**src/rtl/instruction_fetch_stage_if.sv**
```systemverilog
// Signal bundle between the fetch stage and the rest of the pipeline:
// hazard/redirect controls, instruction-memory port and the IF/ID outputs.
// Optional macro FETCH_PERF_CNT_EN adds the performance counter outputs.
interface instruction_fetch_stage_if;
   logic        Stall;
   logic        Flush;
   logic        PCSrc;
   logic [31:0] BranchTarget;
   logic        Jump;
   logic [31:0] JumpTarget;
   logic [31:0] IMemAddr;
   logic [31:0] IMemData;
   logic [31:0] InstructionOut;
   logic [31:0] PCAddResultOut;
   logic [31:0] PCOut;
   logic        ValidOut;
   logic        AlignFault;
`ifdef FETCH_PERF_CNT_EN
   logic [31:0] FetchCount;
   logic [31:0] StallCount;
   logic [31:0] RedirectCount;
`endif

   // Pipeline / hazard unit / memory side
   modport master (
      output Stall, Flush, PCSrc, BranchTarget, Jump, JumpTarget, IMemData,
`ifdef FETCH_PERF_CNT_EN
      input  FetchCount, StallCount, RedirectCount,
`endif
      input  IMemAddr, InstructionOut, PCAddResultOut, PCOut, ValidOut, AlignFault
   );

   // Fetch stage side
   modport slave (
      input  Stall, Flush, PCSrc, BranchTarget, Jump, JumpTarget, IMemData,
`ifdef FETCH_PERF_CNT_EN
      output FetchCount, StallCount, RedirectCount,
`endif
      output IMemAddr, InstructionOut, PCAddResultOut, PCOut, ValidOut, AlignFault
   );
endinterface

```
**src/rtl/instruction_fetch_stage.sv**
```systemverilog
// Pipeline front end: PC register, PC+4 adder, redirect mux and IF/ID register.
// Edge priority: Reset > PCSrc > Jump > Stall > Flush > normal fetch.
// Optional macro FETCH_PERF_CNT_EN adds fetch/stall/redirect counters.
module instruction_fetch_stage #(
   parameter logic [31:0] RESET_PC = 32'h0000_0000,
   parameter logic [31:0] NOP_WORD = 32'h0000_0000
) (
   input logic                     Clk,
   input logic                     Reset,
   instruction_fetch_stage_if.slave fif
);

   typedef enum logic [1:0] {
      BOOT     = 2'd0,
      RUN      = 2'd1,
      STALL    = 2'd2,
      REDIRECT = 2'd3
   } state_t;

   state_t      state_q, state_d;
   logic [31:0] pc_q, pc_d;
   logic [31:0] instr_q, instr_d;
   logic [31:0] pc4_q, pc4_d;
   logic [31:0] pcout_q, pcout_d;
   logic        valid_q, valid_d;
   logic        fault_q, fault_d;
   logic        fetch_inc;
   logic        redirect_inc;

   logic [31:0] pc_plus4;
   logic [31:0] target_raw;
   logic        redirect;

   // Branch from EX/MEM is older than the jump in ID, so it wins the mux
   assign pc_plus4   = pc_q + 32'd4;
   assign redirect   = fif.PCSrc | fif.Jump;
   assign target_raw = fif.PCSrc ? fif.BranchTarget : fif.JumpTarget;

   // Next-state and next-IF/ID selection in priority order
   always_comb begin
      state_d      = state_q;
      pc_d         = pc_q;
      instr_d      = instr_q;
      pc4_d        = pc4_q;
      pcout_d      = pcout_q;
      valid_d      = valid_q;
      fault_d      = fault_q;
      fetch_inc    = 1'b0;
      redirect_inc = 1'b0;

      if (state_q == BOOT) begin
         // First cycle out of reset: keep the bubble, leave PC at RESET_PC
         instr_d = NOP_WORD;
         pc4_d   = 32'd0;
         pcout_d = 32'd0;
         valid_d = 1'b0;
         state_d = RUN;
      end else if (redirect) begin
         // Target low bits are dropped; a misaligned target is remembered
         pc_d         = {target_raw[31:2], 2'b00};
         fault_d      = fault_q | (|target_raw[1:0]);
         instr_d      = NOP_WORD;
         pc4_d        = 32'd0;
         pcout_d      = 32'd0;
         valid_d      = 1'b0;
         redirect_inc = 1'b1;
         state_d      = REDIRECT;
      end else if (fif.Stall) begin
         // Freeze PC and IF/ID; a coincident Flush is ignored
         state_d = STALL;
      end else if (fif.Flush) begin
         pc_d    = pc_plus4;
         instr_d = NOP_WORD;
         pc4_d   = 32'd0;
         pcout_d = 32'd0;
         valid_d = 1'b0;
         state_d = RUN;
      end else begin
         pc_d      = pc_plus4;
         instr_d   = fif.IMemData;
         pc4_d     = pc_plus4;
         pcout_d   = pc_q;
         valid_d   = 1'b1;
         fetch_inc = 1'b1;
         state_d   = RUN;
      end
   end

   // State, PC and IF/ID registers with synchronous active-low reset
   always_ff @(posedge Clk) begin
      if (!Reset) begin
         state_q <= BOOT;
         pc_q    <= RESET_PC;
         instr_q <= NOP_WORD;
         pc4_q   <= 32'd0;
         pcout_q <= 32'd0;
         valid_q <= 1'b0;
         fault_q <= 1'b0;
      end else begin
         state_q <= state_d;
         pc_q    <= pc_d;
         instr_q <= instr_d;
         pc4_q   <= pc4_d;
         pcout_q <= pcout_d;
         valid_q <= valid_d;
         fault_q <= fault_d;
      end
   end

   assign fif.IMemAddr       = pc_q;
   assign fif.InstructionOut = instr_q;
   assign fif.PCAddResultOut = pc4_q;
   assign fif.PCOut          = pcout_q;
   assign fif.ValidOut       = valid_q;
   assign fif.AlignFault     = fault_q;

`ifdef FETCH_PERF_CNT_EN
   logic [31:0] fetch_cnt_q;
   logic [31:0] stall_cnt_q;
   logic [31:0] redirect_cnt_q;

   // Free-running performance counters, wrapping modulo 2^32
   always_ff @(posedge Clk) begin
      if (!Reset) begin
         fetch_cnt_q    <= 32'd0;
         stall_cnt_q    <= 32'd0;
         redirect_cnt_q <= 32'd0;
      end else begin
         if (fetch_inc)
            fetch_cnt_q <= fetch_cnt_q + 32'd1;
         if (state_q == STALL)
            stall_cnt_q <= stall_cnt_q + 32'd1;
         if (redirect_inc)
            redirect_cnt_q <= redirect_cnt_q + 32'd1;
      end
   end

   assign fif.FetchCount    = fetch_cnt_q;
   assign fif.StallCount    = stall_cnt_q;
   assign fif.RedirectCount = redirect_cnt_q;
`endif

endmodule

```
**src/flat_wrapper.sv**
```systemverilog
// flat-port wrapper written by rule: the top's interface ports become plain ports
module instruction_fetch_stage_flat 
#(
   parameter logic [31:0] RESET_PC = 32'h0000_0000,
   parameter logic [31:0] NOP_WORD = 32'h0000_0000
)
  (Clk, Reset, fif_Stall, fif_Flush, fif_PCSrc, fif_BranchTarget, fif_Jump, fif_JumpTarget, fif_IMemData, fif_IMemAddr, fif_InstructionOut, fif_PCAddResultOut, fif_PCOut, fif_ValidOut, fif_AlignFault);
  instruction_fetch_stage_if fif_i ();
  input logic Clk;
  input logic Reset;
  input wire logic [$bits(fif_i.Stall)-1:0] fif_Stall;
  input wire logic [$bits(fif_i.Flush)-1:0] fif_Flush;
  input wire logic [$bits(fif_i.PCSrc)-1:0] fif_PCSrc;
  input wire logic [$bits(fif_i.BranchTarget)-1:0] fif_BranchTarget;
  input wire logic [$bits(fif_i.Jump)-1:0] fif_Jump;
  input wire logic [$bits(fif_i.JumpTarget)-1:0] fif_JumpTarget;
  input wire logic [$bits(fif_i.IMemData)-1:0] fif_IMemData;
  output wire logic [$bits(fif_i.IMemAddr)-1:0] fif_IMemAddr;
  output wire logic [$bits(fif_i.InstructionOut)-1:0] fif_InstructionOut;
  output wire logic [$bits(fif_i.PCAddResultOut)-1:0] fif_PCAddResultOut;
  output wire logic [$bits(fif_i.PCOut)-1:0] fif_PCOut;
  output wire logic [$bits(fif_i.ValidOut)-1:0] fif_ValidOut;
  output wire logic [$bits(fif_i.AlignFault)-1:0] fif_AlignFault;
  assign fif_i.Stall = fif_Stall;
  assign fif_i.Flush = fif_Flush;
  assign fif_i.PCSrc = fif_PCSrc;
  assign fif_i.BranchTarget = fif_BranchTarget;
  assign fif_i.Jump = fif_Jump;
  assign fif_i.JumpTarget = fif_JumpTarget;
  assign fif_i.IMemData = fif_IMemData;
  assign fif_IMemAddr = fif_i.IMemAddr;
  assign fif_InstructionOut = fif_i.InstructionOut;
  assign fif_PCAddResultOut = fif_i.PCAddResultOut;
  assign fif_PCOut = fif_i.PCOut;
  assign fif_ValidOut = fif_i.ValidOut;
  assign fif_AlignFault = fif_i.AlignFault;
  instruction_fetch_stage #(.RESET_PC(RESET_PC), .NOP_WORD(NOP_WORD)) u_core (.Clk(Clk), .Reset(Reset), .fif(fif_i));
endmodule
```
**config.mk**
```make
export PLATFORM = sky130hd
export DESIGN_NAME = instruction_fetch_stage_flat
export DESIGN_NICKNAME = d
export VERILOG_FILES = /design/src/rtl/instruction_fetch_stage_if.sv /design/src/rtl/instruction_fetch_stage.sv /design/src/flat_wrapper.sv
export SDC_FILE = /design/constraint.sdc
export NUM_CORES = 1
export LEC_CHECK = 0
export ABC_CLOCK_PERIOD_IN_PS = 2650
export BUFFER_PORTS_ARGS = -buffer_cell sky130_fd_sc_hd__buf_2
export CORE_MARGIN = 4
export CORE_UTILIZATION = 40
export DETAILED_ROUTE_END_ITERATION = 10
export PLACE_DENSITY_LB_ADDON = 0.12
export SYNTH_ARGS = -nofsm -noshare
export SYNTH_HDL_FRONTEND = slang
export SYNTH_SLANG_ARGS = --single-unit
```
**constraint.sdc**
```tcl
create_clock -name Clk -period 2.65 [get_ports Clk]
set_input_delay 0.3975 -clock Clk [delete_from_list [all_inputs] [get_ports Clk]]
set_output_delay 0.3975 -clock Clk [all_outputs]
set_load 0.01 [all_outputs]
```
==> key figures <==
Run status
  – Status: complete, no violations

Setup path
  – CP max FO: 14
  – Setup crit end kind: flop
  – Arrival @ worst endpoint: 2.58 ns
  – Nature of the critical path startpoint: flop
  – Critical path class: reg2reg
  – Req. time, crit path: 2.95 ns
  – R2R Setup Slk: 0.38 ns

Finish
  – Share of cells above drive strength 1: 32.9%
  – Nets: 986
  – Fin cells: 1076
  – Fin util: 54.4%
  – Antenna Cells: 0
  – Area Growth Syn to Fin: 32.2%

Clock tree
  – CTS Hold Bufs: 0
  – # resized after CTS: 0
  – Worst-Skew Late Latency: 0.42 ns
  – Clock buffer depth: 2
  – Clk root buf: clkbuf_16
  – CTS tree: yes
  – Num CTS Buffers: 17
  – Post-CTS Setup Bufs: 0
  – Clock slew at reported path FFs: 0.06 ns
  – Clock sink count: 127
  – H-tree depth: 4

GRT
  – GRT overflow: 0
  – Largest net degree at the start of global routing: 100
  – Global-route wire length before repair: 30.5 mm
  – Tot GR Track Use: 23.6%
  – Initial antenna violation count: 0
  – Number of global-route vias before repair: 5756
  – Met3 Use GR: 7.54%
  – GR Util met1: 30.2%
  – Gr busiest metal: met2
  – Met2 Track Usage GR: 37.6%

Synth
  – Gate Count Post-Synth: 681
  – Leading area contributor after synthesis: dfxtp_1
  – Top cells by count, synth: 127 x dfxtp_1, 91 x nor2_1, 53 x nand2_1, 46 x a21oi_1, 45 x a22oi_1
  – Mapped Area: 0.00578 mm^2
  – Share of flip-flops with an asynchronous set or reset: 0%
  – Top cells by area, synth: dfxtp_1 44%, nor2_1 5.9%, a22oi_1 5.8%
  – Yosys reg bits: 127
  – Area share of the largest cell type after synthesis: 44.0%
  – Post-synth EDFFs: 0
  – Library cells used by synthesis: 63
  – Most frequent cell after synthesis: dfxtp_1
  – Syn. warnings: 0
  – Sequential share of the synthesized area: 44.0%
  – Top FF cell, synth: dfxtp_1
  – Synthesized area per cell: 8.49 um^2

Placed design
  – Port Buffers: 229
  – Hpwl dp: 14.0 mm
  – Dpl cells: 1044
  – Final Wtd Congestion: 0.864
  – Place WS: 0.415 ns

Detailed routing
  – Wire per inst: 18.3 um
  – Residual DRC: 0
  – Via count: 5905
  – Antenna viol nets, final: 0
  – Via density: 5.49
  – DR pass1 iterations: 5
  – WL final: 19.6 mm
  – Initial DRC Count: 486

STA
  – Final TNS setup: 0 ns
  – Final Skew: 0.00658 ns
  – Fin. Hold Viols: 0
  – Worst-margin pin slew: 1.20 ns
  – Max-slew headroom: 19.7%
  – Fmax: 0.440 GHz
  – Final setup margin: 0.379 ns
  – Minimum hold slack: 0.210 ns
  – Fin crit period: 2.27 ns
  – RSZ-0062 raised after global routing: no
  – Max-slew violation count: 0
  – # setup viols final: 0
  – Crit share post-route: 85.7%

Die
  – Area of the core: 0.0140 mm^2
  – IO Count: 232
  – Die Footprint: 0.0164 mm^2
  – Initial Util: 41.2%
  – DIE HEIGHT: 128 um
  – Row count: 43
  – Die W: 128 um

Pwr
  – PwrDens: 663 mW/mm^2
  – VDD IR-drop max: 451 uV
  – Leakage power total: 3.31 nW

Min path
  – Min-delay worst type: in2reg

Job
  – Max-Cap Viols: 0
cells by family (layout without fill, tap and decap cells):
family / count (synthesis) / count (layout) / share of synthesized area [%]
xor+xnor: 27 / 27 / 4.09
compound gates: 208 / 208 / 24.2
flops: 127 / 127 / 44.0
buf+inv: 72 / 286 / 5.41
fa+ha+maj: 1 / 1 / 0.216
other cells: 1 / 2 / 0.0649
mux: 7 / 7 / 1.23
simple gates: 238 / 238 / 20.8
critical path, stage by stage (launching register included):
cell and delay [ns]:
dfxtp_1 0.50, nand4_1 0.33, nor3_4 0.54, nand4_1 0.30, o21a_1 0.26, o221a_1 0.23
cell type report:
| type | count | area [um^2] |
|---|---|---|
| clock buffers | 17 | 425 |
| well taps | 180 | 225 |
| flip-flops and latches | 127 | 2540 |
| repair buffers | 246 | 1280 |
| inverters | 8 | 30.0 |
| fillers | 1367 | 6400 |
| clock inverters | 15 | 195 |
| multi-input cells | 483 | 2950 |
cell usage in the layout (no fill, tap or decap), drive strengths merged, types with 17 or more instances in the layout:
cell    synthesis  routed
buf            23     246
dfxtp         127     127
nor2           93      93
nand2          54      54
a21oi          47      47
a22oi          45      45
o21ai          44      44
nor3b          23      23
xor2           17      17
clkbuf         41      17
metrics by stage:
stage	cell area (um^2)	total power (W)
floorplan	5780	0.00240
global placement	7020	0.00264
detailed placement	7020	0.00265
CTS	7640	0.00510
global route	7640	0.00526
finish	7640	0.00506
power breakdown:
group | total (W) | internal (W) | switching [W]
sequential | 0.00204 | 0.00196 | 0.0000829
combinational | 0.000569 | 0.000238 | 0.000331
clock | 0.00245 | 0.00157 | 0.000884
total | 0.00506 | 0.00377 | 0.00130
routing by layer:
metal / up-vias / share of wire (%) / routed length [um]
met5: - / 0 / 0
met4: 0 / 1.4 / 270
met3: 22 / 9.7 / 1910
met2: 251 / 46 / 9090
met1: 2783 / 43 / 8370
li1: 2849 / - / -
worst paths after layout:
check | startpoint | end | cells past startpoint
worst max register to register | u_core.fif.IMemAddr[13] | u_core.fif.IMemAddr[25] | 5
worst min-delay path | fif_IMemData[10] | u_core.fif.InstructionOut[10] | 3
worst min register to register | u_core.fif.PCAddResultOut[16] | u_core.fif.PCAddResultOut[16] | 2
worst max-delay path | u_core.fif.IMemAddr[13] | u_core.fif.IMemAddr[25] | 5
flip-flops by register name, indices dropped and copies added (netlist names):
name and flops:
u_core.fif.IMemAddr 30, u_core.fif.ValidOut 1, u_core.state_q 2, u_core.fif.PCOut 31
u_core.fif.AlignFault 1, u_core.fif.PCAddResultOut 30, u_core.fif.InstructionOut 32
No activity file was read; power rests on OpenSTA's default activity.
